$ cat src/rtl/rf_scrubber_pkg.sv
// Shared types and SEC-DED helpers for the register-file scrubber.
// Codeword layout: bit 0 is overall parity; bits 1..38 are Hamming positions,
// with check bits at the power-of-two positions and data bits filling the rest
// in ascending order.
package p_scrub;

    localparam int unsigned DW    = 32;
    localparam int unsigned CW    = 7;
    localparam int unsigned CWW   = DW + CW;
    localparam int unsigned HPOS  = CWW - 1;
    localparam int unsigned HBITS = CW - 1;

    typedef logic [CWW-1:0] codeword_t;

    typedef enum logic [1:0] {
        S_IDLE,
        S_READ,
        S_CHECK,
        S_WRITE
    } scrub_state_t;

    function automatic logic is_pow2(input int unsigned v);
        return (v & (v - 1)) == 0;
    endfunction

    function automatic codeword_t secded_encode(input logic [DW-1:0] data);
        codeword_t   cw;
        int unsigned di;
        logic        par;
        cw = '0;
        di = 0;
        for (int unsigned pos = 1; pos <= HPOS; pos++) begin
            if (!is_pow2(pos)) begin
                cw[6'(pos)] = data[5'(di)];
                di++;
            end
        end
        for (int unsigned k = 0; k < HBITS; k++) begin
            par = 1'b0;
            for (int unsigned pos = 1; pos <= HPOS; pos++) begin
                if (((pos >> k) & 1) != 0) par ^= cw[6'(pos)];
            end
            cw[6'(1 << k)] = par;
        end
        cw[0] = ^cw[HPOS:1];
        return cw;
    endfunction

    // Low HBITS bits: Hamming syndrome (error position); top bit: overall parity.
    function automatic logic [CW-1:0] secded_syndrome(input codeword_t cw);
        logic [CW-1:0] s;
        s = '0;
        for (int unsigned k = 0; k < HBITS; k++) begin
            for (int unsigned pos = 1; pos <= HPOS; pos++) begin
                if (((pos >> k) & 1) != 0) s[3'(k)] ^= cw[6'(pos)];
            end
        end
        s[CW-1] = ^cw;
        return s;
    endfunction

endpackage

$ cat src/rtl/rf_scrubber_secded_dec.sv
// Combinational SEC-DED decoder: corrects one flipped bit, flags two.
module secded_dec
    import p_scrub::*;
(
    input  codeword_t cw_i,
    output codeword_t cw_o,
    output logic      sec_o,
    output logic      ded_o
);

    logic [CW-1:0]    syn;
    logic [HBITS-1:0] pos;
    logic             par;
    logic             sec;

    // Classify the syndrome and flip the faulty bit on a correctable error.
    always_comb begin
        syn   = secded_syndrome(cw_i);
        pos   = syn[HBITS-1:0];
        par   = syn[CW-1];
        // Odd parity with a position past the codeword cannot be a single flip.
        sec   = par && (32'(pos) <= HPOS);
        sec_o = sec;
        ded_o = (!par && (pos != '0)) || (par && (32'(pos) > HPOS));
        cw_o  = cw_i;
        for (int unsigned i = 0; i < CWW; i++) begin
            if (sec && (32'(pos) == i)) cw_o[6'(i)] = ~cw_i[6'(i)];
        end
    end

endmodule

$ cat src/rtl/rf_scrubber.sv
// Background scrubber and write-port arbiter for the SEC-DED register file.
// Walks the registers one step every PERIOD enabled idle cycles, rewrites
// single-bit errors, and always yields the RF write port to the core.
module rf_scrubber
    import p_scrub::*;
#(
    parameter int unsigned DW         = 32,
    parameter int unsigned CW         = 7,
    parameter int unsigned N          = 32,
    parameter int unsigned ADDW       = $clog2(N),
    parameter int unsigned PERIOD     = 256,
    parameter int unsigned START_ADDR = 1
) (
    input  logic               s_clk_i,
    input  logic               s_rst_i,
    input  logic               s_en_i,
    input  logic               s_core_we_i,
    input  logic [ADDW-1:0]    s_core_wadd_i,
    input  logic [DW+CW-1:0]   s_core_val_i,
    output logic [ADDW-1:0]    s_scrub_radd_o,
    input  logic [DW+CW-1:0]   s_scrub_rval_i,
    output logic               s_rf_we_o,
    output logic [ADDW-1:0]    s_rf_wadd_o,
    output logic [DW+CW-1:0]   s_rf_val_o,
    output logic               s_corr_o,
    output logic               s_uncorr_o,
    output logic [ADDW-1:0]    s_err_add_o,
    output logic [15:0]        s_corr_cnt_o,
    output logic               s_busy_o
);

    localparam int unsigned     CNTW       = (PERIOD > 1) ? $clog2(PERIOD) : 1;
    localparam logic [CNTW-1:0] CNT_RELOAD = CNTW'(PERIOD - 1);
    localparam logic [ADDW-1:0] ADDR_FIRST = ADDW'(START_ADDR);
    localparam logic [ADDW-1:0] ADDR_LAST  = ADDW'(N - 1);

    scrub_state_t    state_q, state_d;
    logic [CNTW-1:0] cnt_q, cnt_d;
    logic [ADDW-1:0] addr_q, addr_d;
    codeword_t       chk_q, chk_d;
    codeword_t       fix_q, fix_d;
    logic            corr_q, corr_d;
    logic            uncorr_q, uncorr_d;
    logic [ADDW-1:0] err_add_q, err_add_d;
    logic [15:0]     corr_cnt_q, corr_cnt_d;

    codeword_t       dec_word;
    logic            dec_sec;
    logic            dec_ded;
    logic            hazard;
    logic            scrub_we;
    logic [ADDW-1:0] addr_next;

    secded_dec u_dec (
        .cw_i  (chk_q),
        .cw_o  (dec_word),
        .sec_o (dec_sec),
        .ded_o (dec_ded)
    );

    // Core collision on the register being scrubbed, and the wrapped next address.
    always_comb begin
        hazard    = s_core_we_i && (s_core_wadd_i == addr_q) && (state_q != S_IDLE);
        addr_next = (addr_q == ADDR_LAST) ? ADDR_FIRST : addr_q + ADDW'(1);
    end

    // Scrub FSM next-state, datapath and error reporting.
    always_comb begin
        state_d    = state_q;
        cnt_d      = cnt_q;
        addr_d     = addr_q;
        chk_d      = chk_q;
        fix_d      = fix_q;
        corr_d     = 1'b0;
        uncorr_d   = 1'b0;
        err_add_d  = err_add_q;
        corr_cnt_d = corr_cnt_q;
        scrub_we   = 1'b0;
        unique case (state_q)
            S_IDLE: begin
                if (s_en_i) begin
                    if (cnt_q == '0) begin
                        state_d = S_READ;
                        cnt_d   = CNT_RELOAD;
                    end else begin
                        cnt_d = cnt_q - CNTW'(1);
                    end
                end
            end
            S_READ: begin
                if (!s_en_i) begin
                    state_d = S_IDLE;
                end else if (hazard) begin
                    state_d = S_IDLE;
                    addr_d  = addr_next;
                end else begin
                    chk_d   = s_scrub_rval_i;
                    state_d = S_CHECK;
                end
            end
            S_CHECK: begin
                if (!s_en_i) begin
                    state_d = S_IDLE;
                end else begin
                    if (dec_sec) begin
                        fix_d     = dec_word;
                        corr_d    = 1'b1;
                        err_add_d = addr_q;
                        if (corr_cnt_q != 16'hFFFF) corr_cnt_d = corr_cnt_q + 16'd1;
                        state_d   = S_WRITE;
                    end else begin
                        if (dec_ded) begin
                            uncorr_d  = 1'b1;
                            err_add_d = addr_q;
                        end
                        state_d = S_IDLE;
                        addr_d  = addr_next;
                    end
                    // The error is still reported, but the core's word supersedes any repair.
                    if (hazard) begin
                        fix_d   = '0;
                        state_d = S_IDLE;
                        addr_d  = addr_next;
                    end
                end
            end
            S_WRITE: begin
                if (!s_en_i) begin
                    state_d = S_IDLE;
                end else if (hazard) begin
                    fix_d   = '0;
                    state_d = S_IDLE;
                    addr_d  = addr_next;
                end else if (!s_core_we_i) begin
                    scrub_we = 1'b1;
                    state_d  = S_IDLE;
                    addr_d   = addr_next;
                end
            end
            default: state_d = S_IDLE;
        endcase
    end

    // State and datapath registers; reset drops any pending write-back.
    always_ff @(posedge s_clk_i or posedge s_rst_i) begin
        if (s_rst_i) begin
            state_q    <= S_IDLE;
            cnt_q      <= CNT_RELOAD;
            addr_q     <= ADDR_FIRST;
            chk_q      <= '0;
            fix_q      <= '0;
            corr_q     <= 1'b0;
            uncorr_q   <= 1'b0;
            err_add_q  <= '0;
            corr_cnt_q <= '0;
        end else begin
            state_q    <= state_d;
            cnt_q      <= cnt_d;
            addr_q     <= addr_d;
            chk_q      <= chk_d;
            fix_q      <= fix_d;
            corr_q     <= corr_d;
            uncorr_q   <= uncorr_d;
            err_add_q  <= err_add_d;
            corr_cnt_q <= corr_cnt_d;
        end
    end

    // RF write-port mux: the core always wins, the scrubber fills idle cycles.
    always_comb begin
        s_rf_we_o   = s_core_we_i | scrub_we;
        s_rf_wadd_o = s_core_we_i ? s_core_wadd_i : addr_q;
        s_rf_val_o  = s_core_we_i ? s_core_val_i  : fix_q;
    end

    assign s_scrub_radd_o = addr_q;
    assign s_corr_o       = corr_q;
    assign s_uncorr_o     = uncorr_q;
    assign s_err_add_o    = err_add_q;
    assign s_corr_cnt_o   = corr_cnt_q;
    assign s_busy_o       = (state_q != S_IDLE);

endmodule
$ cat config.mk
export PLATFORM = sky130hd
export DESIGN_NAME = rf_scrubber
export DESIGN_NICKNAME = d
export VERILOG_FILES = /design/src/rtl/rf_scrubber_pkg.sv /design/src/rtl/rf_scrubber_secded_dec.sv /design/src/rtl/rf_scrubber.sv
export SDC_FILE = /design/constraint.sdc
export NUM_CORES = 1
export LEC_CHECK = 0
export CAP_MARGIN = 20
export CORE_AREA = 3 3 115 117
export DETAILED_ROUTE_END_ITERATION = 8
export DIE_AREA = 0 0 118 120
export PLACE_DENSITY_LB_ADDON = 0.1
export SYNTH_ARGS = -nofsm -noshare
export SYNTH_HDL_FRONTEND = slang
export SYNTH_HIERARCHICAL = 1
export SYNTH_SLANG_ARGS = --single-unit
$ cat constraint.sdc
create_clock -name s_clk_i -period 12.09 [get_ports s_clk_i]
set_clock_uncertainty 0.2 [all_clocks]
set_input_delay 2.418 -clock s_clk_i [delete_from_list [all_inputs] [get_ports s_clk_i]]
set_output_delay 2.418 -clock s_clk_i [all_outputs]
set_load 0.005 [all_outputs]
Yosys cells after proc, flatten, opt, wreduce, memory -nomap -nowiden:

Index checks and enable logic that the tools add are counted.

* flip-flop bits (word level): 116
* input port bits: 87

* add/subtract/negate cells: 3
* $lt $le $gt $ge: 2
* eq/ne operators: 55
* multiplexer cells: 82
* bitwise logic cells: 131
* reductions and logical operators: 62

Operators with widths (number)
* $mux W39: 6
* $eq A6 B5 Y1 const B: 16
* $xor A1 B1 Y1: 90
* $pmux W39 S2: 1
* $mux W5: 12
* $mux W1: 50
* $eq A6 B4 Y1 const B: 8
* $logic_and A1 B1 Y1: 44
* $eq A6 B6 Y1 const B: 7
* $not A1 Y1: 40
* $reduce_xor A39 Y1: 1
* $eq A6 B3 Y1 const B: 4
* $mux W2: 10
* $add A16 B1 Y16 const B: 1
* $ne A16 B16 Y1 const B: 1
* $pmux W5 S3: 1
* $ne A2 B2 Y1 const B: 7
* $eq A6 B2 Y1 const B: 2
* $ne A3 B3 Y1 const B: 3
* $reduce_and A3 Y1: 3
* $logic_not A8 Y1: 1
* $mux W8: 1
* $pmux W2 S4: 1
* $sub A8 B1 Y8 const B: 1
* other kinds (21): 24

Logic depth before layout (Yosys ltp):

* depth after elaboration: 26
* mapped depth: 11
* mapped depth without buffers: 11

Modules after synthesis:

Netlist, hierarchy kept.

By module, submodules not included
* rf_scrubber: instances 1, cells an instance 390, area each 5302.6 µm²
* secded_dec: instances 1, cells an instance 172, area each 1451.4 µm²

Worst setup path after synthesis:

No wires, ideal clock.

* path type: input to output
* start: in s_core_we_i
* end: out s_rf_val_o[0]
* arrival: 3.440 ns
* required time: 9.472 ns
* slack: 6.032 ns
* cell stages on the path: 3
* path buffers: 2
* cell sequence: clkbuf_1 -> clkbuf_1 -> mux2_2

* cells in the longest elaborated chain, start to end: 1

RTL lines
* start: declaration: RTL line rf_scrubber.sv:17 `input logic s_core_we_i,`
* $mux W39: RTL line rf_scrubber.sv:173 `s_rf_val_o = s_core_we_i ? s_core_val_i : fix_q;`
* end: declaration: RTL line rf_scrubber.sv:24 `output logic [DW+CW-1:0] s_rf_val_o,`

Every way passes these cells.

Worst setup path in the final report:

* start: in s_core_we_i
* end: out s_rf_val_o[13]

Same word-level chain as after synthesis.

==> flow_summary_export.csv <==
group,metric,value,unit
setup_path,slowest_delay,780,ps
cells_and_area,multi_input_area,3670,um2
global_routing,met2_usage,41.83,%
cells_and_area,syn2layout_area_growth,33.46,%
timing,rsz0062_at_grt,"false",
global_routing,grtUsageMet3,6.032,%
cts,cts_hold_buf,0,
routing,wl,16.31,mm
cts,post_cts_buffers,0,
setup_path,critPathKind,"in2out",
logic_synthesis,syn-cell-area,6754,um2
global_routing,top_usage_layer,"met2",
logic_synthesis,synth_ff_type,"dfrtp_1",
logic_synthesis,synth_seq_cells,116,
cts,cts-root-buf,"clkbuf_16",
place,place_hpwl,11.36,mm
min_path,hold_path.class,"reg2reg",
logic_synthesis,yosysSeqAreaShare,43.15,%
routing,vias,4972,
global_routing,grt_max_degree,77,
timing,fin_setup_tns,0,ps
cts,clk_latency,410,ps
job,cap_viol_max_count,0,
global_routing,met1_usage,29.64,%
global_routing,gr-total-overflow,0,
timing,hold_ws,299.6,ps
global_routing,grt_pass1_vias,5229,
routing,drtIter0Drc,384,
routing,drc,0,
die,ios,161,
setup_path,critPathSlowestCell,"buf_2",
logic_synthesis,synth_edf_count,0,
die,std_cell_rows,41,
cts,cts_made_buffers,17,
cts,cts.sinks,116,
status,status,"finished, final reports clean",
setup_path,critPathTopFamily,"buffers and inverters",
cells_and_area,layout.nets,814,
routing,dr.pass1.iters,4,
routing,vias_per_cell,5.482,
place,portBuffers,160,
logic_synthesis,netlist_instances,562,
cts,path_clk_slew,50,ps
cts,clockBufferDepth,2,
setup_path,cp_cell_sequence,"buf_2, mux2_2, clkdlybuf4s50_1",
cts,cts_tree,"yes",
setup_path,path_buf_inv,2,
timing,finalMaxSlewViolations,0,
cells_and_area,layout-drive-gt1-share,19.18,%
logic_synthesis,syn_area_per_cell,12.02,um2
routing,routedWlPerCell,17.98,um
timing,finalCritPeriodShare,55.73,%
die,die_height,120,um
global_routing,grtUsageTotal,23.98,%
timing,finalSetupViolCount,0,
global_routing,grt_pass1_wl,27.12,mm
setup_path,cp_max_fo,48,
cts,cts_resized,0,
logic_synthesis,async_reset_ff_share,100.0,%
routing,postRouteAntennaNets,0,
timing,slew-limit-headroom,29.07,%
setup_path,crit_path_end_kind,"output port",
timing,finalCriticalPeriod,6738,ps
cts,htree_levels,4,
setup_path,cp-start-kind,"input port",
cells_and_area,most-common-layout-cells,"clkdlybuf4s50_1, dfrtp_1, xnor2_1, mux2_2, a22o_1",
die,initial_core_util,54.18,%
cells_and_area,regArea,2914,um2
timing,worst_pin_slew,1064,ps
logic_synthesis,yosysWarningCount,6,
cells_and_area,fillers,893,
cells_and_area,final_common_cell,"clkdlybuf4s50_1",
die,core,12470,um2
setup_path,worstPathArrival,4120,ps
logic_synthesis,syn_nets,654,
timing,fin_ws,5352,ps
die,die_x,118,um
timing,fmax,0.1484,GHz
setup_path,cp.required,9470,ps
die,design.die.area,14160,um2
global_routing,antenna_found_initial,0,
place,post-place-ws,5333,ps
place,gp_congestion,0.7909,
timing,hold_viol_final,0,
cells_and_area,diodes,0,
logic_synthesis,synth_cell_type_count,59,
[per-layer routing]
layer / share of wire [%] / up-vias / routed length, um
li1: - / 2324 / -
met1: 42 / 2468 / 6866
met2: 51 / 150 / 8368
met3: 4.8 / 30 / 787
met4: 1.7 / 0 / 283
met5: 0 / - / 0
[worst reg2reg max path: cells and delay by family, from the launching register on]
kind,cells,cell delay (ps)
and+or+nand+nor,1,270
AOI/OAI and AO/OA,3,1310
xor gates and xnor gates,3,1190
DFF,1,430
muxes,2,600
[worst paths after layout]
check	start	endpoint	slack, ps	depth (start not counted)
max	s_core_we_i	s_rf_val_o[13]	5350	3
min	fix_q[32]	fix_q[32]	300	1
max reg2reg	chk_q[38]	s_scrub_radd_o[4]	7990	9
min reg2reg	fix_q[32]	fix_q[32]	300	1
max in group asynchronous	s_rst_i	chk_q[37]	8140	3
min in group asynchronous	s_rst_i	s_corr_cnt_o[7]	2200	2
[metrics by stage]
| stage | cells | utilization, % | cell area (um2) |
|---|---|---|---|
| global placement | 874 | 67.94 | 8469 |
| CTS | 906 | 72.25 | 9006 |
| floorplan | 562 | - | 6754 |
| detailed placement | 874 | 67.94 | 8469 |
| global route | 907 | 72.31 | 9014 |
| finish | 907 | 72.31 | 9014 |
[cell type report]
type / count / share of cell area (%)
clock buffers: 28 / 5.733
clock inverters: 4 / 0.2221
repair buffers: 167 / 18.30
well taps: 172 / 2.388
multi-input cells: 413 / 40.71
flip-flops and latches: 116 / 32.33
inverters: 7 / 0.3193
[registers in the layout, indices dropped and copies added (netlist names)]
signal	flops
s_err_add_o	5
s_corr_cnt_o	16
cnt_q	8
chk_q	39
fix_q	39
s_uncorr_o	1
s_corr_o	1
state_q	2
s_scrub_radd_o	5
[synth_stat cells (2+ instances only)]
cell	count	area (um2)
a2111oi_2	3	45.04
a21oi_1	4	20.02
a22o_1	38	332.8
a31oi_1	2	12.51
and2_1	3	18.77
and3_1	11	68.82
and3b_1	2	17.52
buf_1	2	7.510
buf_2	9	45.04
buf_6	5	56.30
clkbuf_1	9	33.78
dfrtp_1	107	2678
dfstp_2	9	236.5
ha_1	5	62.56
inv_1	7	26.28
mux2_1	17	191.4
mux2_2	64	720.7
mux2_4	10	150.1
mux2i_1	2	20.02
nand2_1	21	78.83
nand3_1	37	185.2
nand3b_1	4	30.03
nand4_1	6	37.54
nor2_1	10	37.54
nor2b_1	3	18.77
nor3_1	4	20.02
nor3b_1	3	22.52
nor4b_4	2	47.55
o21ai_0	6	30.03
o31ai_1	2	15.01
o41ai_1	2	17.52
xnor2_1	100	875.8
xnor2_2	6	97.59
xnor3_1	3	67.56
xor2_1	20	175.2
[cell families (layout without fill, tap and decap cells)]
family / count (synthesis) / after routing / share of synthesized area (%)
xor gates and xnor gates: 130 / 130 / 18.36
and+or+nand+nor: 119 / 119 / 10.71
DFF: 116 / 116 / 43.15
muxes: 93 / 93 / 16.02
AOI/OAI and AO/OA: 66 / 66 / 8.225
buffers and inverters: 33 / 206 / 2.612
adders and majority gates: 5 / 5 / 0.9263
Power is not shown: default switching activity piles up to over one toggle a cycle in this logic, so the estimate is an artifact.
